--- config.mk ---
export PLATFORM = sky130hd
export DESIGN_NAME = permutation_iter_flat
export DESIGN_NICKNAME = d
export VERILOG_FILES = /design/src/rtl/permutation_iter_pkg.sv /design/src/rtl/permutation_iter_if.sv /design/src/rtl/permutation_iter_round.sv /design/src/rtl/permutation_iter.sv /design/src/flat_wrapper.sv
export SDC_FILE = /design/constraint.sdc
export NUM_CORES = 2
export LEC_CHECK = 0
export CORE_MARGIN = 2
export CORE_UTILIZATION = 38
export CTS_CLUSTER_SIZE = 14
export DETAILED_ROUTE_END_ITERATION = 8
export HOLD_SLACK_MARGIN = 0.08
export PLACE_DENSITY = 0.59
export SYNTH_ARGS = -nofsm -noshare
export SYNTH_HDL_FRONTEND = slang
export SYNTH_HIERARCHICAL = 1
export SYNTH_SLANG_ARGS = --single-unit
--- constraint.sdc ---
create_clock -name clock_i -period 15.6 [get_ports clock_i]
set_input_delay 3.12 -clock clock_i [delete_from_list [all_inputs] [get_ports clock_i]]
set_output_delay 3.12 -clock clock_i [all_outputs]
set_load 0.05 [all_outputs]
--- src/rtl/permutation_iter_pkg.sv ---
// Shared types, defaults and pure round-function helpers for the iterative Ascon permutation.
// Word [0] of type_state is the most significant 64 bits of the packed 320-bit vector.
package permutation_iter_pkg;

  typedef logic [0:4][63:0] type_state;

  typedef enum logic {
    IDLE = 1'b0,
    RUN  = 1'b1
  } type_perm_fsm;

  localparam int         DEF_ROUNDS_A = 12;
  localparam int         DEF_ROUNDS_B = 6;
  localparam logic [3:0] LAST_ROUND   = 4'd11;

  // Round constant for round index r: high nibble counts down while low nibble counts up.
  function automatic logic [7:0] rc(input logic [3:0] r);
    return {4'hF - r, r};
  endfunction

  function automatic logic [63:0] ror64(input logic [63:0] x, input int unsigned n);
    return (x >> n) | (x << (64 - n));
  endfunction

  // Bitsliced 5-bit S-box applied to all 64 columns at once.
  function automatic type_state substitution_layer(input type_state s);
    type_state   o;
    logic [63:0] x0, x1, x2, x3, x4;
    logic [63:0] t0, t1, t2, t3, t4;
    x0 = s[0] ^ s[4];
    x1 = s[1];
    x2 = s[2] ^ s[1];
    x3 = s[3];
    x4 = s[4] ^ s[3];
    t0 = ~x0 & x1;
    t1 = ~x1 & x2;
    t2 = ~x2 & x3;
    t3 = ~x3 & x4;
    t4 = ~x4 & x0;
    x0 = x0 ^ t1;
    x1 = x1 ^ t2;
    x2 = x2 ^ t3;
    x3 = x3 ^ t4;
    x4 = x4 ^ t0;
    x1 = x1 ^ x0;
    x0 = x0 ^ x4;
    x3 = x3 ^ x2;
    x2 = ~x2;
    o[0] = x0;
    o[1] = x1;
    o[2] = x2;
    o[3] = x3;
    o[4] = x4;
    return o;
  endfunction

  function automatic type_state diffusion_layer(input type_state s);
    type_state o;
    o[0] = s[0] ^ ror64(s[0], 19) ^ ror64(s[0], 28);
    o[1] = s[1] ^ ror64(s[1], 61) ^ ror64(s[1], 39);
    o[2] = s[2] ^ ror64(s[2], 1)  ^ ror64(s[2], 6);
    o[3] = s[3] ^ ror64(s[3], 10) ^ ror64(s[3], 17);
    o[4] = s[4] ^ ror64(s[4], 7)  ^ ror64(s[4], 41);
    return o;
  endfunction

endpackage

--- src/rtl/permutation_iter_if.sv ---
// Start/done handshake and state bus of the permutation core.
// Macro PERM_XOR_IN_EN adds the xor_en_i/xor_data_i absorption inputs.
interface permutation_iter_if;
  import permutation_iter_pkg::*;

  // Handshake: start_i is a one-cycle request honoured only while busy_o=0
  // (including the done_o cycle); mode_i/state_i are sampled on that edge.
  // done_o pulses for one cycle when state_o holds the result.
  logic         start_i;
  logic         mode_i;
  type_state    state_i;
`ifdef PERM_XOR_IN_EN
  logic         xor_en_i;
  logic [63:0]  xor_data_i;
`endif
  type_state    state_o;
  logic [3:0]   round_o;
  logic         busy_o;
  logic         done_o;
  type_perm_fsm fsm_o;

`ifdef PERM_XOR_IN_EN
  modport master (
    output start_i, mode_i, state_i, xor_en_i, xor_data_i,
    input  state_o, round_o, busy_o, done_o, fsm_o
  );
  modport slave (
    input  start_i, mode_i, state_i, xor_en_i, xor_data_i,
    output state_o, round_o, busy_o, done_o, fsm_o
  );
`else
  modport master (
    output start_i, mode_i, state_i,
    input  state_o, round_o, busy_o, done_o, fsm_o
  );
  modport slave (
    input  start_i, mode_i, state_i,
    output state_o, round_o, busy_o, done_o, fsm_o
  );
`endif

endinterface

--- src/rtl/permutation_iter_round.sv ---
// One combinational Ascon round: constant addition, substitution layer, diffusion layer.
module permutation_iter_round
  import permutation_iter_pkg::*;
(
  input  type_state  state_i,
  input  logic [3:0] round_i,
  output type_state  state_o
);

  type_state added;
  type_state subst;

  // Only the low byte of word 2 receives the constant; no carries into bits [63:8].
  always_comb begin
    added          = state_i;
    added[2][7:0]  = state_i[2][7:0] ^ rc(round_i);
  end

  assign subst   = substitution_layer(added);
  assign state_o = diffusion_layer(subst);

endmodule

--- src/rtl/permutation_iter.sv ---
// Iterative Ascon permutation p^a / p^b, one round per clock, start/done handshake.
// Optional macro PERM_XOR_IN_EN: XOR xor_data_i into word 0 of state_i on an accepted start.
module permutation_iter
  import permutation_iter_pkg::*;
#(
  parameter int ROUNDS_A = DEF_ROUNDS_A,
  parameter int ROUNDS_B = DEF_ROUNDS_B
) (
  input logic               clock_i,
  input logic               reset_i,
  permutation_iter_if.slave perm
);

  localparam logic [3:0] FIRST_A = 4'(12 - ROUNDS_A);
  localparam logic [3:0] FIRST_B = 4'(12 - ROUNDS_B);

  type_perm_fsm fsm_q, fsm_d;
  type_state    state_q, state_d;
  logic [3:0]   round_q, round_d;
  logic         done_q, done_d;

  type_state    seed;
  type_state    round_in_state;
  type_state    round_out_state;
  logic [3:0]   round_in;

  always_comb begin
    seed = perm.state_i;
`ifdef PERM_XOR_IN_EN
    if (perm.xor_en_i) seed[0] = perm.state_i[0] ^ perm.xor_data_i;
`endif
  end

  // IDLE (including the done cycle) feeds the fresh input; RUN feeds the register back.
  assign round_in_state = (fsm_q == IDLE) ? seed : state_q;
  assign round_in       = (fsm_q == IDLE) ? (perm.mode_i ? FIRST_B : FIRST_A)
                                          : round_q + 4'd1;

  permutation_iter_round u_round (
    .state_i (round_in_state),
    .round_i (round_in),
    .state_o (round_out_state)
  );

  always_comb begin
    fsm_d   = fsm_q;
    state_d = state_q;
    round_d = round_q;
    done_d  = 1'b0;
    case (fsm_q)
      IDLE: begin
        if (perm.start_i) begin
          state_d = round_out_state;
          round_d = round_in;
          if (round_in == LAST_ROUND) done_d = 1'b1;
          else                        fsm_d  = RUN;
        end
      end
      RUN: begin
        state_d = round_out_state;
        round_d = round_in;
        if (round_in == LAST_ROUND) begin
          fsm_d  = IDLE;
          done_d = 1'b1;
        end
      end
      default: fsm_d = IDLE;
    endcase
  end

  always_ff @(posedge clock_i or posedge reset_i) begin
    if (reset_i) begin
      fsm_q   <= IDLE;
      state_q <= '0;
      round_q <= '0;
      done_q  <= 1'b0;
    end else begin
      fsm_q   <= fsm_d;
      state_q <= state_d;
      round_q <= round_d;
      done_q  <= done_d;
    end
  end

  assign perm.state_o = state_q;
  assign perm.round_o = round_q;
  assign perm.busy_o  = (fsm_q == RUN);
  assign perm.done_o  = done_q;
  assign perm.fsm_o   = fsm_q;

endmodule

--- src/flat_wrapper.sv ---
// flat-port wrapper written by rule: the top's interface ports become plain ports
module permutation_iter_flat import permutation_iter_pkg::*;
#(
  parameter int ROUNDS_A = DEF_ROUNDS_A,
  parameter int ROUNDS_B = DEF_ROUNDS_B
)
  (clock_i, reset_i, perm_start_i, perm_mode_i, perm_state_i, perm_state_o, perm_round_o, perm_busy_o, perm_done_o, perm_fsm_o);
  permutation_iter_if perm_i ();
  input logic clock_i;
  input logic reset_i;
  input wire logic [$bits(perm_i.start_i)-1:0] perm_start_i;
  input wire logic [$bits(perm_i.mode_i)-1:0] perm_mode_i;
  input wire logic [$bits(perm_i.state_i)-1:0] perm_state_i;
  output wire logic [$bits(perm_i.state_o)-1:0] perm_state_o;
  output wire logic [$bits(perm_i.round_o)-1:0] perm_round_o;
  output wire logic [$bits(perm_i.busy_o)-1:0] perm_busy_o;
  output wire logic [$bits(perm_i.done_o)-1:0] perm_done_o;
  output wire logic [$bits(perm_i.fsm_o)-1:0] perm_fsm_o;
  assign perm_i.start_i = perm_start_i;
  assign perm_i.mode_i = perm_mode_i;
  assign perm_i.state_i = perm_state_i;
  assign perm_state_o = perm_i.state_o;
  assign perm_round_o = perm_i.round_o;
  assign perm_busy_o = perm_i.busy_o;
  assign perm_done_o = perm_i.done_o;
  assign perm_fsm_o = perm_i.fsm_o;
  permutation_iter #(.ROUNDS_A(ROUNDS_A), .ROUNDS_B(ROUNDS_B)) u_core (.clock_i(clock_i), .reset_i(reset_i), .perm(perm_i));
endmodule
==> metrics.yaml <==
status: "finished, final reports clean"
stdcell_count: 5088
nNetsFinal: 4366
path_common_cell: "buf_4"
ys_warn_count: 6
post_cts_resized: 0
synthToLayoutAreaGrowth_pct: 27.3
routedWlPerCell_um: 29.5
worstHoldEndpoint: "u_core/perm.state_o[161]$_DFFE_PP0P_"
path_buf_inv: 4
htreeDepth: 2
worstMarginPinSlew_ns: 1.41
post_cts_buffers: 0
start_util_pct: 38.3
ys_seq_area_share_pct: 25.1
hpwl_mm: 125
critical-path-max-stage-delay_ns: 0.96
hold_path.class: "flop to flop"
final.setup.tns_ns: 0
cp.arrival_ns: 7.00
grt_pass1_wl_mm: 202
drive_gt1_share_pct: 13.2
grt_pass1_vias: 25700
hold_viol: 0
period_share_pct: 41.6
rsz0062_at_grt: "false"
clockBufferDepth: 3
setup_viol: 0
dp.cells: 5013
layout_commonest_cell: "nand2_1"
max_slew_margin_pct: 5.96
drc_errors: 0
grt_usage_pct: 33.4
clock_latency_ns: 0.59
clock.fmax_mhz: 154
cp-end-kind: "flop"
timing.rr.start: "u_core/perm.busy_o$_DFF_PP0_"
cts_tree: "yes"
detail_route.vias_per_cell: 5.24
slew_viol_final: 0
die_w_um: 296
hp-start: "u_core/perm.state_o[161]$_DFFE_PP0P_"
worstSetupPathType: "input pin to flop"
num_vias: 26600
cp_top_family: "buffers and inverters"
ff2ff_path_depth: 11
syn_inst: 3303
crit_slowest_cell: "buf_4"
cap_violations: 0
drt-initial-drc-count: 2503
die_y_um: 296
core-area_um2: 84900
cts_buffers: 42
cp_data_required_time_ns: 16.11
die-area_um2: 87800
ant_nets: 0
syn_area_um2: 32500
fin_crit_ns: 6.49
num_io_pins: 651
ys_ff_latch: 326
place.gp.congestion: 1.02
clk_pin_slew_ns: 0.06
most-common-layout-cells: "nand2_1 (1129), clkdlybuf4s50_1 (650), xnor2_1 (459), dfrtp_1 (325), mux2_2 (321)"
skew_ns: 0.0181
synth_nets: 3756
grt_overflow: 0
regToRegEndpoint: "u_core/perm.state_o[98]$_DFFE_PP0P_"
synth_cell_types: 35
clkSinkCount: 326
syn_avg_cell_area_um2: 9.83
start_kind: "input pin"
path_cells: "clkdlybuf4s50_1 -> or2_4 -> buf_4 -> buf_4 -> buf_4 -> nand2_1 -> nand2_1"
hold_depth: 2
nFillCells: 8147
grt_antenna_before_repair: 1
port_buffers: 650
finalWirelength_mm: 150
firstDrtPassIters: 5
cts_root_buf: "clkbuf_16"
worstPathMaxFanout: 91
grt_max_degree: 99
cts_hold_buf: 0
rows: 107
rrSetupSlack_ns: 9.54
[per-layer routing]
layer  part of all wire, %  track usage (%)  vias up  routed length [µm]
li1                      -                -    11800                   -
met1                    38             41.6    13200               57300
met2                    48             56.2     1355               71800
met3                   9.5             7.93      263               14200
met4                   4.5             12.9        0                6720
met5                     0                0        -                   0
[synthesized netlist by cell type]
library cell,n,share of area [%]
a21o_1,1,0.023
a21oi_1,47,0.72
a22o_1,1,0.027
a311oi_1,1,0.027
a41oi_1,1,0.027
and2_1,1,0.019
and4_1,1,0.027
buf_1,4,0.046
buf_2,70,1.1
buf_4,2,0.046
buf_6,31,1.1
clkbuf_1,2,0.023
dfrtp_1,326,25
ha_1,129,5.0
inv_1,173,2.0
maj3_1,34,1.0
maj3_2,10,0.35
mux2_2,321,11
mux2i_1,4,0.12
nand2_1,1129,13
nand2b_1,1,0.019
nand3_1,1,0.015
nor2_1,62,0.72
nor2_4,1,0.035
nor2b_1,1,0.019
nor3b_1,1,0.023
o21ai_0,35,0.54
or2_1,1,0.019
or2_2,1,0.019
xnor2_1,459,12
xnor2_2,84,4.2
xnor3_1,225,16
xor2_1,104,2.8
xor2_2,8,0.40
xor3_1,31,2.3
[worst min-delay path: cells and delay by family, from the launching register on]
kind	cells	cell delay [ns]
flops	1	0.36
simple gates	2	0.10
[sequential cells by signal (all words and copies together) (netlist names)]
register             cells
u_core/perm.done_o       1
u_core/perm.state_o    320
u_core/perm.busy_o       1
u_core/perm.round_o      4
[worst max-delay path by stage]
stage	startpoint	endpoint	slack, ns	cells past startpoint
finish	perm_start_i	u_core/perm.state_o[89]$_DFFE_PP0P_	9.11	7
global route	perm_start_i	u_core/perm.state_o[158]$_DFFE_PP0P_	8.94	7
CTS	perm_start_i	u_core/perm.state_o[89]$_DFFE_PP0P_	9.18	7
detailed placement	perm_start_i	u_core/perm.state_o[89]$_DFFE_PP0P_	8.57	7
global placement	perm_start_i	u_core/perm.state_o[286]$_DFFE_PP0P_	8.61	7
floorplan	reset_i	u_core/perm.busy_o$_DFF_PP0_	3.45	1
[metrics by stage]
stage / hold WS (ns) / worst slack (ns) / area [µm²] / utilization (%)
2_1_floorplan: 0.744 / 3.45 / 32500 / -
3_3_place_gp: 0.474 / 8.61 / 39900 / 47.0
3_5_place_dp: 0.478 / 8.57 / 39900 / 47.0
4_1_cts: 0.494 / 9.18 / 41300 / 48.7
5_1_grt: 0.520 / 8.94 / 41300 / 48.7
6_report: 0.488 / 9.11 / 41300 / 48.7
[area by class of cell]
type / count / area (µm²) / area share [%]
multi-input cells: 2695 / 22900 / 55.5
flip-flops and latches: 326 / 8160 / 19.7
repair buffers: 675 / 6690 / 16.2
well taps: 1144 / 1430 / 3.46
clock buffers: 64 / 1320 / 3.19
inverters: 173 / 657 / 1.59
clock inverters: 10 / 131 / 0.318
diodes: 1 / 2.50 / 0.00605
[logic make-up after synthesis]
kind of cell | after synthesis | synth area share (%)
compound gates | 86 | 1.37
flops | 326 | 25.1
fa+ha+maj | 173 | 6.36
mux | 325 | 11.3
buf+inv | 282 | 4.27
xor+xnor | 911 | 37.7
simple gates | 1200 | 14.0
Power is not shown: default switching activity piles up to over one toggle a cycle in this logic, so the estimate is an artifact.
